--- src/rtl/dac_spi_tx_if.sv ---
// Host/DAC side signals of the DAC SPI transmitter.
//   slave  : the transmitter (takes frame writes and LDAC requests, drives the DAC pins and status)
//   master : the frame source / observer (FSMC write decoder, or the testbench)
// Signals:
//   wr_en, wr_data[23:0]  one-cycle frame push
//   ldac_req              one-cycle LDAC request
//   clr_ovf               clears the sticky overflow flag
//   SYNC, SCLK, SDIN, LDAC  DAC pins (SYNC/LDAC active low, SCLK idles high)
//   full, empty, busy, overflow, frame_done  status
interface dac_spi_tx_if;
  logic        wr_en;
  logic [23:0] wr_data;
  logic        ldac_req;
  logic        clr_ovf;
  logic        SYNC;
  logic        SCLK;
  logic        SDIN;
  logic        LDAC;
  logic        full;
  logic        empty;
  logic        busy;
  logic        overflow;
  logic        frame_done;

  modport slave (
    input  wr_en, wr_data, ldac_req, clr_ovf,
    output SYNC, SCLK, SDIN, LDAC, full, empty, busy, overflow, frame_done
  );

  modport master (
    output wr_en, wr_data, ldac_req, clr_ovf,
    input  SYNC, SCLK, SDIN, LDAC, full, empty, busy, overflow, frame_done
  );
endinterface

--- src/rtl/dac_spi_tx.sv ---
// SPI master for the AD5384/AD5394 DAC. Frames written by the host are
// queued in a small FIFO and shifted out MSB-first under SYNC; an LDAC
// request produces one LDAC low pulse once every queued frame has gone out.
// Ports:
//   clk    system clock
//   reset  synchronous, active-high
//   bus    dac_spi_tx_if.slave (frame writes in, DAC pins and status out)
module dac_spi_tx #(
  parameter int CLK_DIV    = 2,  // SCLK half-period in clk cycles
  parameter int GAP_CYCLES = 4,  // minimum SYNC-high time between frames
  parameter int LDAC_WIDTH = 3,  // LDAC low-pulse width
  parameter int FIFO_DEPTH = 4   // frame slots, power of two
) (
  input  logic        clk,
  input  logic        reset,
  dac_spi_tx_if.slave bus
);
  localparam int AW   = (FIFO_DEPTH > 1) ? $clog2(FIFO_DEPTH) : 1;
  localparam int CW   = $clog2(FIFO_DEPTH + 1);
  localparam int DW   = (CLK_DIV > 1) ? $clog2(CLK_DIV) : 1;
  localparam int TMAX = (GAP_CYCLES > LDAC_WIDTH) ? GAP_CYCLES : LDAC_WIDTH;
  localparam int TW   = (TMAX > 1) ? $clog2(TMAX) : 1;

  localparam logic [2:0] S_IDLE  = 3'd0;
  localparam logic [2:0] S_SETUP = 3'd1;
  localparam logic [2:0] S_SHIFT = 3'd2;
  localparam logic [2:0] S_GAP   = 3'd3;
  localparam logic [2:0] S_LDAC  = 3'd4;

  logic [23:0]   r_mem [FIFO_DEPTH];
  logic [AW-1:0] r_wptr, r_rptr;
  logic [CW-1:0] r_count;
  logic [2:0]    r_state;
  logic [22:0]   r_shreg;   // bits still to send after the one on SDIN
  logic [4:0]    r_bit;
  logic [DW-1:0] r_div;
  logic [TW-1:0] r_tmr;
  logic          r_sync, r_sclk, r_sdin, r_ldac, r_ovf, r_done, r_pend;

  logic w_full, w_empty, w_push, w_pop, w_div_end;

  function automatic logic [AW-1:0] f_inc(input logic [AW-1:0] p);
    return (p == AW'(FIFO_DEPTH - 1)) ? '0 : p + 1'b1;
  endfunction

  assign w_full    = (r_count == CW'(FIFO_DEPTH));
  assign w_empty   = (r_count == '0);
  // A write while full is dropped even if a pop frees a slot this cycle.
  assign w_push    = bus.wr_en && !w_full;
  assign w_pop     = (r_state == S_IDLE) && !w_empty;
  assign w_div_end = (r_div == DW'(CLK_DIV - 1));

  always_ff @(posedge clk) begin
    if (w_push) r_mem[r_wptr] <= bus.wr_data;
  end

  always_ff @(posedge clk) begin
    if (reset) begin
      r_wptr  <= '0;
      r_rptr  <= '0;
      r_count <= '0;
      r_ovf   <= 1'b0;
      r_pend  <= 1'b0;
    end else begin
      if (w_push) r_wptr <= f_inc(r_wptr);
      if (w_pop)  r_rptr <= f_inc(r_rptr);
      r_count <= r_count + CW'(w_push) - CW'(w_pop);
      // Set beats clear when both land in the same cycle.
      if (bus.wr_en && w_full) r_ovf <= 1'b1;
      else if (bus.clr_ovf)    r_ovf <= 1'b0;
      // Requests during the pulse are absorbed into it.
      if (r_state == S_LDAC && r_tmr == TW'(LDAC_WIDTH - 1)) r_pend <= 1'b0;
      else if (bus.ldac_req && r_state != S_LDAC)            r_pend <= 1'b1;
    end
  end

  always_ff @(posedge clk) begin
    if (reset) begin
      r_state <= S_IDLE;
      r_shreg <= '0;
      r_bit   <= '0;
      r_div   <= '0;
      r_tmr   <= '0;
      r_sync  <= 1'b1;
      r_sclk  <= 1'b1;
      r_sdin  <= 1'b0;
      r_ldac  <= 1'b1;
      r_done  <= 1'b0;
    end else begin
      r_done <= 1'b0;
      case (r_state)
        // IDLE is only ever reached through GAP, LDAC_PULSE or reset, so the
        // inter-frame gap is already satisfied here. Frames beat LDAC.
        S_IDLE: begin
          if (!w_empty) begin
            r_shreg <= r_mem[r_rptr][22:0];
            r_sdin  <= r_mem[r_rptr][23];
            r_sync  <= 1'b0;
            r_div   <= '0;
            r_state <= S_SETUP;
          end else if (r_pend) begin
            r_ldac  <= 1'b0;
            r_tmr   <= '0;
            r_state <= S_LDAC;
          end
        end
        S_SETUP: begin
          if (w_div_end) begin
            r_div   <= '0;
            r_sclk  <= 1'b0;
            r_bit   <= 5'd23;
            r_state <= S_SHIFT;
          end else begin
            r_div <= r_div + 1'b1;
          end
        end
        // SCLK low half then high half per bit; SDIN moves on the rising edge
        // so it is stable a full half-period around every falling edge.
        S_SHIFT: begin
          if (!w_div_end) begin
            r_div <= r_div + 1'b1;
          end else begin
            r_div <= '0;
            if (!r_sclk) begin
              r_sclk <= 1'b1;
              if (r_bit != 5'd0) begin
                r_sdin  <= r_shreg[22];
                r_shreg <= {r_shreg[21:0], 1'b0};
              end
            end else if (r_bit == 5'd0) begin
              r_sync  <= 1'b1;
              r_sdin  <= 1'b0;
              r_done  <= 1'b1;
              r_tmr   <= '0;
              r_state <= S_GAP;
            end else begin
              r_sclk <= 1'b0;
              r_bit  <= r_bit - 5'd1;
            end
          end
        end
        S_GAP: begin
          if (r_tmr == TW'(GAP_CYCLES - 1)) r_state <= S_IDLE;
          else                              r_tmr   <= r_tmr + 1'b1;
        end
        S_LDAC: begin
          if (r_tmr == TW'(LDAC_WIDTH - 1)) begin
            r_ldac  <= 1'b1;
            r_state <= S_IDLE;
          end else begin
            r_tmr <= r_tmr + 1'b1;
          end
        end
        default: r_state <= S_IDLE;
      endcase
    end
  end

  assign bus.SYNC       = r_sync;
  assign bus.SCLK       = r_sclk;
  assign bus.SDIN       = r_sdin;
  assign bus.LDAC       = r_ldac;
  assign bus.full       = w_full;
  assign bus.empty      = w_empty;
  assign bus.overflow   = r_ovf;
  assign bus.frame_done = r_done;
  assign bus.busy       = (r_state != S_IDLE) || r_pend;
endmodule

--- src/flat_wrapper.sv ---
// flat-port wrapper written by rule: the top's interface ports become plain ports
module dac_spi_tx_flat 
#(
  parameter int CLK_DIV    = 2,                                   
  parameter int GAP_CYCLES = 4,                                          
  parameter int LDAC_WIDTH = 3,                         
  parameter int FIFO_DEPTH = 4                               
)
  (clk, reset, bus_wr_en, bus_wr_data, bus_ldac_req, bus_clr_ovf, bus_SYNC, bus_SCLK, bus_SDIN, bus_LDAC, bus_full, bus_empty, bus_busy, bus_overflow, bus_frame_done);
  dac_spi_tx_if bus_i ();
  input  logic clk;
  input  logic reset;
  input wire logic [$bits(bus_i.wr_en)-1:0] bus_wr_en;
  input wire logic [$bits(bus_i.wr_data)-1:0] bus_wr_data;
  input wire logic [$bits(bus_i.ldac_req)-1:0] bus_ldac_req;
  input wire logic [$bits(bus_i.clr_ovf)-1:0] bus_clr_ovf;
  output wire logic [$bits(bus_i.SYNC)-1:0] bus_SYNC;
  output wire logic [$bits(bus_i.SCLK)-1:0] bus_SCLK;
  output wire logic [$bits(bus_i.SDIN)-1:0] bus_SDIN;
  output wire logic [$bits(bus_i.LDAC)-1:0] bus_LDAC;
  output wire logic [$bits(bus_i.full)-1:0] bus_full;
  output wire logic [$bits(bus_i.empty)-1:0] bus_empty;
  output wire logic [$bits(bus_i.busy)-1:0] bus_busy;
  output wire logic [$bits(bus_i.overflow)-1:0] bus_overflow;
  output wire logic [$bits(bus_i.frame_done)-1:0] bus_frame_done;
  assign bus_i.wr_en = bus_wr_en;
  assign bus_i.wr_data = bus_wr_data;
  assign bus_i.ldac_req = bus_ldac_req;
  assign bus_i.clr_ovf = bus_clr_ovf;
  assign bus_SYNC = bus_i.SYNC;
  assign bus_SCLK = bus_i.SCLK;
  assign bus_SDIN = bus_i.SDIN;
  assign bus_LDAC = bus_i.LDAC;
  assign bus_full = bus_i.full;
  assign bus_empty = bus_i.empty;
  assign bus_busy = bus_i.busy;
  assign bus_overflow = bus_i.overflow;
  assign bus_frame_done = bus_i.frame_done;
  dac_spi_tx #(.CLK_DIV(CLK_DIV), .GAP_CYCLES(GAP_CYCLES), .LDAC_WIDTH(LDAC_WIDTH), .FIFO_DEPTH(FIFO_DEPTH)) u_core (.clk(clk), .reset(reset), .bus(bus_i));
endmodule
--- config.mk ---
export PLATFORM = sky130hd
export DESIGN_NAME = dac_spi_tx_flat
export DESIGN_NICKNAME = d
export VERILOG_FILES = /design/src/rtl/dac_spi_tx_if.sv /design/src/rtl/dac_spi_tx.sv /design/src/flat_wrapper.sv
export SDC_FILE = /design/constraint.sdc
export NUM_CORES = 1
export LEC_CHECK = 0
export BUFFER_PORTS_ARGS = -buffer_cell sky130_fd_sc_hd__buf_2
export CAP_MARGIN = 40
export CORE_UTILIZATION = 29
export DETAILED_ROUTE_END_ITERATION = 10
export GPL_TIMING_DRIVEN = 1
export PLACE_DENSITY = 0.53
export SLEW_MARGIN = 20
export SYNTH_ARGS = -nofsm -noshare
export SYNTH_HDL_FRONTEND = slang
export SYNTH_SLANG_ARGS = --single-unit
--- constraint.sdc ---
create_clock -name clk -period 2.4 [get_ports clk]
set_clock_uncertainty 0.1 [all_clocks]
set_input_delay 0.12 -clock clk [delete_from_list [all_inputs] [get_ports clk]]
set_output_delay 0.12 -clock clk [all_outputs]
set_load 0.03 [all_outputs]
==> metrics.cfg, run 1 <==
[outcome]
status = complete, no violations

[sta]
post-route-period-util_pct = 91.2
layout_setup_ws_ns = 0.210
finalHoldViolCount = 0
slew_headroom_pct = 60.7
slew_violations = 0
tightest_slew_ns = 0.590
tns_ns = 0
rsz0062_at_grt = no
period_minus_slack_ns = 2.19
setup_viol = 0
fmax_ghz = 0.457

[cts]
cts_tree = yes
clk_latency_ns = 0.42
root_buffer = clkbuf_16
htree_levels = 4
clkSinkCount = 146
cts_made_buffers = 17
clk_path_buf_depth = 2
cts_resized = 0
clk_pin_slew_ns = 0.06

[placed_design]
place_area_um2 = 6650
dpl_worst_slack_ns = 0.206
hpwl_mm = 7.57
place_inst = 702
place.gp.congestion = 0.768
io_buffer_count = 37

[global_route]
track_usage_pct = 12.1
grt_max_degree = 29
grt_pass1_vias = 3744
grt_pass1_wl_mm = 19.9
overflow = 0
antenna_found_initial = 0

[hold_path]
min_path_type = input pin to flop

[worst_setup_path]
r2r_cells = 9
endpoint_kind = flop
worstPathRequired_ns = 2.61
path_class = flop to flop
startpoint = u_core.r_count[1]$_SDFF_PP0_
cp_max_fo = 5
start_kind = flop
r2r_setup_slack_ns = 0.21
worstReg2RegEnd = u_core.r_count[2]$_SDFF_PP0_
r2r-start = u_core.r_count[1]$_SDFF_PP0_
arrival_ns = 2.40
endpoint = u_core.r_count[2]$_SDFF_PP0_

[final_layout]
fin_util_pct = 36.5
instances_no_fill = 760
area_delta_synth_final_pct = 22.1
antenna_cells = 0
fillers = 1964
layout-drive-gt1-share_pct = 27.8
nNetsFinal = 518
postLayoutCellArea_um2 = 7460

[pwr]
p_comb_share_pct = 32.0
seq_power_share_pct = 39.7
p_int_mw = 5.70
power_switching_mw = 2.78
p_per_area_nw_per_um2 = 1140
switching_share_pct = 32.8
leakage_nw = 2.53
pwr-share-clk_pct = 28.3
vdd_drop_max_v = 0.000510

[floorplan]
fp-row-count = 52
die_w_um = 147
dieHeight_um = 147
coreArea_um2 = 20400
die_area_um2 = 21600
initial_utilization_pct = 29.9
ios = 38

[yosys]
synthArstFlopShare_pct = 0
syn_inst = 404
synthFlopType = edfxtp_1
synth_area_um2 = 6110
syn-num-nets = 444
synth_area_per_cell_um2 = 15.1
yosysSeqAreaShare_pct = 63.6
synth-edff-count = 96
yosysWarnings = 0
synth-seq-cells = 146
synth_cell_type_count = 59

[detailed_routing]
drt-met1-wl_mm = 5.63
drtAntennaViolNets = 0
vias_per_cell = 4.74
top_layer_used = met4
routed_wirelength_mm = 12.0
wl_met2_mm = 5.79
drt_iter0_markers = 177
dr.pass1.iters = 5
num_vias = 3599
wl_met3_um = 426
routedWlPerCell_um = 15.8
post-route-drc-count = 0

[flow_run]
cap_violations = 0

==> cell usage after synthesis (10+ instances only) <==
cell type | count | area share (%)
a211oi_2 | 10 | 2.0
a211oi_1 | 15 | 1.8
ha_1 | 10 | 2.0
nor2_1 | 10 | 0.61
mux4_2 | 24 | 8.9
mux2i_1 | 25 | 4.1
buf_2 | 10 | 0.82
edfxtp_1 | 96 | 47
clkbuf_1 | 11 | 0.68
a21oi_1 | 37 | 3.0
inv_1 | 12 | 0.74
dfxtp_1 | 50 | 16
==> per-layer routing <==
layer  GRT usage, %  vias to the layer above
met5              0                        -
met4           4.18                        0
met3           3.73                       13
met2           19.6                       56
met1           15.3                     1802
li1               -                     1728
==> registers in the layout (all words and copies together) (netlist names), 2 cells and up, named ones only <==
register and count:
u_core.r_wptr 2, u_core.r_count 3, u_core.r_bit 5, u_core.r_shreg 23, u_core.r_tmr 2, u_core.r_state 3
u_core.r_rptr 2, u_core.r_mem 96
==> worst max-delay path: stages, from the launching register on <==
cell and delay [ns]:
dfxtp_1 0.35, or3_4 0.42, nand2_1 0.09, inv_1 0.06, ha_1 0.27, inv_1 0.04, ha_1 0.18, fa_1 0.37
xnor2_1 0.16, nor2_1 0.05
==> per-stage QoR <==
step           total power [mW]  hold slack (ns)
2_1_floorplan              5.47            0.119
3_3_place_gp               6.05            0.230
3_5_place_dp               6.12            0.238
4_1_cts                    8.60           0.0553
5_1_grt                    9.02           0.0925
6_report                   8.47           0.0747
==> power by group through the flow <==
| stage | clock network, mW | logic [mW] | registers (mW) |
|---|---|---|---|
| 3_3_place_gp | 0 | 2.66 | 3.40 |
| 5_1_grt | 2.59 | 3.02 | 3.41 |
| 2_1_floorplan | 0 | 2.11 | 3.35 |
| 6_report | 2.40 | 2.71 | 3.37 |
| 3_5_place_dp | 0 | 2.71 | 3.42 |
| 4_1_cts | 2.47 | 2.76 | 3.37 |
==> layout make-up <==
| class | instances | area [um^2] | area share [%] |
|---|---|---|---|
| tap | 270 | 338 | 4.53 |
| sequential | 146 | 3880 | 52.1 |
| inverter | 14 | 57.6 | 0.772 |
| clock buffer | 17 | 425 | 5.71 |
| clock inverter | 14 | 106 | 1.43 |
| multi-input combinational | 217 | 2040 | 27.4 |
| timing repair buffer | 82 | 603 | 8.09 |
==> how the worst min path moves through the flow <==
stage,startpoint,to,depth (start not counted)
4_1_cts,reset,u_core.r_div$_SDFFE_PP0P_,2
2_1_floorplan,bus_wr_data[0],u_core.r_mem[0][0]$_DFFE_PP_,0
3_3_place_gp,bus_wr_data[6],u_core.r_mem[1][6]$_DFFE_PP_,1
3_5_place_dp,bus_wr_data[18],u_core.r_mem[0][18]$_DFFE_PP_,1
5_1_grt,reset,u_core.r_div$_SDFFE_PP0P_,2
6_report,reset,u_core.r_div$_SDFFE_PP0P_,2
==> timing repair <==
item,in CTS,in global routing
endpoints found under the hold margin,98,0
hold buffers,27,0
setup buffers,0,0
==> placed cells by master (no fill, tap or decap), types with 3 or more instances in the layout <==
master and count:
a211oi_1 15, a211oi_2 10, a21oi_1 37, a31oi_1 4, and2_1 4, buf_2 37, buf_4 17, clkbuf_16 17
clkinv_2 4, clkinv_4 3, dfxtp_1 49, dlygate4sd3_1 27, edfxtp_1 96, ha_1 10, inv_1 12, inv_6 4
mux2i_1 25, mux4_2 24, nand2_1 7, nor2_1 10, nor2b_1 5, nor3_1 8, o21a_1 3, o21ai_0 6
o31ai_1 4, or3_1 3, xnor2_1 3
==> kinds of logic (layout without fill, tap and decap cells) <==
kind of cell / count (synthesis) / count (layout) / synth area share, %
AOI/OAI and AO/OA: 91 / 91 / 10.6
muxes: 50 / 50 / 13.1
DFF: 146 / 146 / 63.6
buffers and inverters: 41 / 127 / 3.18
adders and majority gates: 11 / 11 / 2.38
xor gates and xnor gates: 3 / 3 / 0.430
and+or+nand+nor: 62 / 62 / 6.74
No activity file was read; power rests on OpenSTA's default activity.
==> inputs of run 2 (changes only) <==
ABC_AREA = 1   (was unset)
==> metrics.cfg, run 2 <==
[placed_design]
io_buffer_count = 37  ; unchanged
place_inst = 985  ; +40%
place_area_um2 = 6850  ; +2.9%
dpl_worst_slack_ns = 0.327  ; +0.121 ns
hpwl_mm = 7.70  ; +1.7%
place.gp.congestion = 0.774  ; +0.72%

[yosys]
syn-num-nets = 728  ; +64%
synth-seq-cells = 146  ; unchanged
syn_inst = 688  ; +70%
synth_top_area_share_pct = 45.4  ; -1.8 points
synthFlopType = edfxtp_1
synthArstFlopShare_pct = 0  ; unchanged
yosysWarnings = 0  ; unchanged
synth_top_cell_by_area = edfxtp_1
synth_cell_type_count = 35  ; -41%
synth.top_cells.by_area = edfxtp_1 45%, dfxtp_1 16%, nand2_1 9.6%
synth_common_cells = 163 x nand2_1, 136 x nor2_1, 96 x edfxtp_1
synth_area_um2 = 6340  ; +3.9%
synth_most_common_cell = nand2_1
synth_area_per_cell_um2 = 9.22  ; -39%
yosysSeqAreaShare_pct = 61.2  ; -2.4 points
synth-edff-count = 96  ; unchanged

[hold_path]
min_path_type = input pin to flop

[worst_setup_path]
crit_path_top_delay_cell = fa_1
path_class = flop to flop
critPathTopFamily = adder cells
crit_chain = nor2_1, nand2_1, nand2_2, inv_1, ha_1, inv_1, ha_1, fa_1, o21ai_0, a21oi_1
cp_max_fo = 5  ; unchanged
critPathMaxStageDelay_ns = 0.37  ; -0.05 ns
endpoint_kind = flop
worstPathRequired_ns = 2.61  ; about the same
critPathBufInv = 2  ; unchanged
start_kind = flop
arrival_ns = 2.29  ; -0.11 ns

[cts]
clkSinkCount = 146  ; unchanged
clk_path_buf_depth = 2  ; unchanged
cts_tree = yes
clk_latency_ns = 0.42  ; about the same
cts_resized = 0  ; unchanged
root_buffer = clkbuf_16
clk_pin_slew_ns = 0.07  ; about the same
cts_made_buffers = 17  ; unchanged
htree_levels = 4  ; unchanged

[detailed_routing]
vias_per_cell = 4.27  ; -9.9%
dr.pass1.iters = 4  ; -1
drtAntennaViolNets = 0  ; unchanged
routedWlPerCell_um = 12.4  ; -21%
post-route-drc-count = 0  ; unchanged
drt_iter0_markers = 198  ; +12%
num_vias = 4458  ; +24%
routed_wirelength_mm = 12.9  ; +8.0%

[floorplan]
fp-row-count = 53  ; +1.9%
dieHeight_um = 150  ; +1.9%
die_area_um2 = 22500  ; +3.8%
coreArea_um2 = 21200  ; +3.9%
ios = 38  ; unchanged
initial_utilization_pct = 29.9  ; about the same
die_w_um = 150  ; +1.9%

[sta]
fmax_ghz = 0.480  ; +5.2%
tightest_slew_ns = 0.513  ; -0.0771 ns
post-route-period-util_pct = 86.8  ; -4.5 points
slew_headroom_pct = 65.8  ; +5.1 points
period_minus_slack_ns = 2.08  ; -0.108 ns
layout_setup_ws_ns = 0.318  ; +0.108 ns
rsz0062_at_grt = no
slew_violations = 0  ; unchanged
finalHoldViolCount = 0  ; unchanged
setup_viol = 0  ; unchanged
tns_ns = 0  ; unchanged
whs_ns = 0.150  ; +0.0755 ns

[pwr]
leakage_nw = 3.19  ; +26%
switching_share_pct = 36.6  ; +3.9 points
p_int_mw = 5.97  ; +4.8%
p_comb_share_pct = 34.2  ; +2.2 points
seq_power_share_pct = 36.4  ; -3.3 points
p_per_area_nw_per_um2 = 1220  ; +7.0%
vdd_drop_max_v = 0.000538  ; +5.5%
power_switching_mw = 3.45  ; +24%
pwr-share-clk_pct = 29.4  ; +1.1 points
power.total_mw = 9.42  ; +11%

[final_layout]
final_common_cell = nand2_1
layout_common_cells = 163 x nand2_1, 132 x nor2_1, 96 x edfxtp_1
nNetsFinal = 797  ; +54%
fin_util_pct = 36.5  ; about the same
largest-register = u_core.r_mem
instances_no_fill = 1045  ; +38%
largest_reg_flops = 96  ; unchanged
postLayoutCellArea_um2 = 7750  ; +3.9%
biggestRegsByFlops = u_core.r_mem: 96 flops, u_core.r_shreg: 23 flops, u_core.r_bit: 5 flops
fillers = 2162  ; +10%
antenna_cells = 0  ; unchanged
area_delta_synth_final_pct = 22.1  ; about the same
layout-drive-gt1-share_pct = 13.6  ; -14 points

[global_route]
grt_max_degree = 47  ; +62%
grt_pass1_wl_mm = 21.7  ; +9.0%
antenna_found_initial = 0  ; unchanged
track_usage_pct = 12.7  ; +0.56 points
grt_pass1_vias = 4247  ; +13%
overflow = 0  ; unchanged

[flow_run]
cap_violations = 0  ; unchanged

[outcome]
status = complete, no violations

==> run 2: cell types whose count changed after synthesis, sizes merged, moves of 24 or more <==
cell    before  now
nor2        10  140
nand2        7  169
a211oi      25    1
mux2i       25    0
mux4        24    0
o21ai        8   79
inv         13   60
==> run 2: cells by family after synthesis <==
group           Yosys count  synth area share [%]
simple gates            338                  21.7
flops                   146                  61.2
compound gates           99                  8.01
buf+inv                  91                  6.35
fa+ha+maj                11                  2.29
xor+xnor                  3                 0.414
==> run 2: tightest hold or removal path, stage by stage <==
cell and delay (ns):
buf_2 0.09, nand2_1 0.21, a21oi_1 0.21
==> run 2: power groups by stage <==
stage	Combinational (mW)	Sequential, mW	Clock, mW
after global routing	3.77	3.49	2.96
after global placement	3.22	3.48	0
after detailed placement	3.23	3.48	0
final	3.22	3.43	2.77
after floorplan	2.49	3.50	0
after CTS	3.28	3.43	2.85
==> run 2: metal layers <==
metal / part of all wire [%] / vias to the layer above / global-route usage (%)
met4: 1.4 / 0 / 5.00
li1: - / 2377 / -
met5: 0 / - / 0
met2: 49 / 45 / 21.5
met3: 2.5 / 12 / 2.90
met1: 47 / 2024 / 15.5
==> run 2: layout make-up <==
cell class / instances / area, um^2 / share of cell area (%)
inverters: 61 / 229 / 2.96
flip-flops and latches: 146 / 3880 / 50.1
repair buffers: 80 / 603 / 7.78
clock buffers: 17 / 425 / 5.49
well taps: 275 / 344 / 4.44
multi-input cells: 451 / 2070 / 26.7
clock inverters: 15 / 195 / 2.52
==> run 2: worst paths after layout <==
check	start	end	slack [ns]	cells after the start
hold / removal	bus_wr_en	u_core.r_wptr[1]$_SDFFE_PP0P_	0.15	3
setup reg to reg	u_core.r_count[2]$_SDFF_PP0_	u_core.r_count[2]$_SDFF_PP0_	0.32	10
setup / recovery	u_core.r_count[2]$_SDFF_PP0_	u_core.r_count[2]$_SDFF_PP0_	0.32	10
hold reg to reg	u_core.r_shreg[0]$_SDFFE_PP0P_	u_core.r_shreg[0]$_SDFFE_PP0P_	0.37	2
==> run 2: timing repair <==
action | CTS | global route
endpoints found under the hold margin | 107 | 0
hold buffers | 28 | 0
setup buffers | 0 | 0
endpoints found under the setup margin | 0 | 0
==> inputs of run 3 (changes only) <==
PLACE_DENSITY = 0.56   (was 0.53)
==> metrics.cfg, run 3 (synthesized netlist as in run 2, its figures left out) <==
[outcome]
status = complete, no violations

[sta]
tightest_slew_ns = 0.499  ; -0.0138 ns
slew_violations = 0  ; unchanged
rsz0062_at_grt = no
slew_headroom_pct = 66.7  ; +0.92 points
finalHoldViolCount = 0  ; unchanged
post-route-period-util_pct = 87.4  ; +0.59 points
tns_ns = 0  ; unchanged
setup_viol = 0  ; unchanged
period_minus_slack_ns = 2.10  ; +0.0142 ns
fmax_ghz = 0.477  ; -0.68%

[global_route]
grt_max_degree = 49  ; +4.3%
overflow = 0  ; unchanged
track_usage_pct = 12.5  ; -0.22 points
antenna_found_initial = 0  ; unchanged
grt_pass1_vias = 4351  ; +2.4%
grt_pass1_wl_mm = 21.4  ; -1.1%

[cts]
clkSinkCount = 146  ; unchanged
clk_latency_ns = 0.43  ; about the same
clk_path_buf_depth = 2  ; unchanged
htree_levels = 4  ; unchanged
postCtsSetupBuffers = 0  ; unchanged
cts_made_buffers = 17  ; unchanged
cts_hold_buf = 28  ; unchanged
clk_pin_slew_ns = 0.07  ; about the same
cts_resized = 0  ; unchanged
root_buffer = clkbuf_16
cts_tree = yes

[detailed_routing]
top_layer_used = met4
num_vias = 4519  ; +1.4%
routedWlPerCell_um = 12.4  ; +0.18%
vias_per_cell = 4.33  ; +1.5%
wl_met3_um = 416  ; +29%
post-route-drc-count = 0  ; unchanged
drt-met1-wl_mm = 6.10  ; -0.31%
wl_met2_mm = 6.26  ; -1.1%
drtAntennaViolNets = 0  ; unchanged
routed_wirelength_mm = 13.0  ; about the same
dr.pass1.iters = 4  ; unchanged
drt_iter0_markers = 244  ; +23%

[worst_setup_path]
critPathBufInv = 2  ; unchanged
r2r-start = u_core.r_count[2]$_SDFF_PP0_
endpoint_kind = flop
cp_num_cells = 10  ; unchanged
r2r_setup_slack_ns = 0.30  ; about the same
critPathTopFamily = adder cells
crit_chain = nor2_1, nand2_1, nand2_2, inv_1, ha_1, inv_1, ha_1, fa_1, o21ai_0, a21oi_1
worstPathRequired_ns = 2.62  ; about the same
start_kind = flop
path_class = flop to flop
endpoint = u_core.r_count[2]$_SDFF_PP0_
crit_path_top_delay_cell = fa_1
startpoint = u_core.r_count[2]$_SDFF_PP0_
worstReg2RegEnd = u_core.r_count[2]$_SDFF_PP0_
critPathMaxStageDelay_ns = 0.38  ; about the same
arrival_ns = 2.31  ; +0.02 ns
r2r_cells = 10  ; unchanged
cp_max_fo = 5  ; unchanged

[floorplan]
dieHeight_um = 150  ; unchanged
initial_utilization_pct = 29.9  ; unchanged
fp-row-count = 53  ; unchanged
coreArea_um2 = 21200  ; unchanged
die_area_um2 = 22500  ; unchanged
ios = 38  ; unchanged
die_w_um = 150  ; unchanged

[final_layout]
fin_util_pct = 36.4  ; -0.10 points
biggestRegsByFlops = u_core.r_mem: 96 flops, u_core.r_shreg: 23 flops, u_core.r_bit: 5 flops
fillers = 2146  ; -0.74%
nNetsFinal = 796  ; -0.13%
layout_common_cells = 163 x nand2_1, 132 x nor2_1, 96 x edfxtp_1
antenna_cells = 0  ; unchanged
layout-drive-gt1-share_pct = 13.4  ; -0.24 points
final_common_cell = nand2_1
largest-register = u_core.r_mem
area_delta_synth_final_pct = 21.8
largest_reg_flops = 96  ; unchanged

[pwr]
p_per_area_nw_per_um2 = 1220  ; +0.16%
vdd_drop_max_v = 0.000675  ; +25%
leakage_nw = 3.17  ; -0.44%

[flow_run]
cap_violations = 0  ; unchanged

[placed_design]
hpwl_mm = 7.57  ; -1.7%
place.gp.congestion = 0.773  ; about the same
io_buffer_count = 37  ; unchanged

[hold_path]
min_path_type = input pin to flop

-- run 3: worst min-delay path by stage --
stage	cells after the start	slack, ns	start	endpoint
global placement	1	0.23	bus_wr_data[8]	u_core.r_mem[1][8]$_DFFE_PP_
detailed placement	1	0.23	bus_wr_data[8]	u_core.r_mem[1][8]$_DFFE_PP_
finish	3	0.14	bus_wr_en	u_core.r_wptr[1]$_SDFFE_PP0P_
floorplan	1	0.1	reset	u_core.r_wptr[0]$_SDFFE_PP0P_
global route	3	0.18	bus_wr_en	u_core.r_wptr[0]$_SDFFE_PP0P_
CTS	3	0.12	bus_wr_en	u_core.r_wptr[1]$_SDFFE_PP0P_
-- run 3: per-stage QoR --
stage	cell area, um^2	std cells	setup WS [ns]	hold slack, ns	power, mW
2_1_floorplan	6340	688	0.192	0.0985	5.98
3_3_place_gp	6830	984	0.371	0.234	6.66
3_5_place_dp	6830	984	0.310	0.235	6.68
4_1_cts	7730	1044	0.295	0.125	9.54
5_1_grt	7730	1044	0.128	0.181	10.1
6_report	7730	1044	0.303	0.140	9.41
-- run 3: area by class of cell --
cell class              count  area (um^2)  area share [%]
well taps                 275          344            4.45
multi-input cells         451         2070            26.8
flip-flops and latches    146         3880            50.3
clock inverters            15          194            2.51
repair buffers             79          583            7.55
inverters                  61          229            2.96
clock buffers              17          425            5.51
-- run 3: report_power, final --
| part | switching [mW] | total (mW) | leakage (nW) | internal [mW] |
|---|---|---|---|---|
| combinational | 2.11 | 3.19 | 1.58 | 1.08 |
| sequential | 0.225 | 3.43 | 1.29 | 3.20 |
| clock | 1.12 | 2.79 | 0.302 | 1.67 |
-- run 3: worst min-delay path, cell delays in order --
cell	delay [ns]
buf_2	0.09
nand2_1	0.20
a21oi_1	0.20
-- run 3: routing by layer --
layer  up-vias  GRT usage (%)
li1       2376              -
met2        69           21.0
met1      2057           15.3
met4         0           5.00
met5         -              0
met3        17           2.90
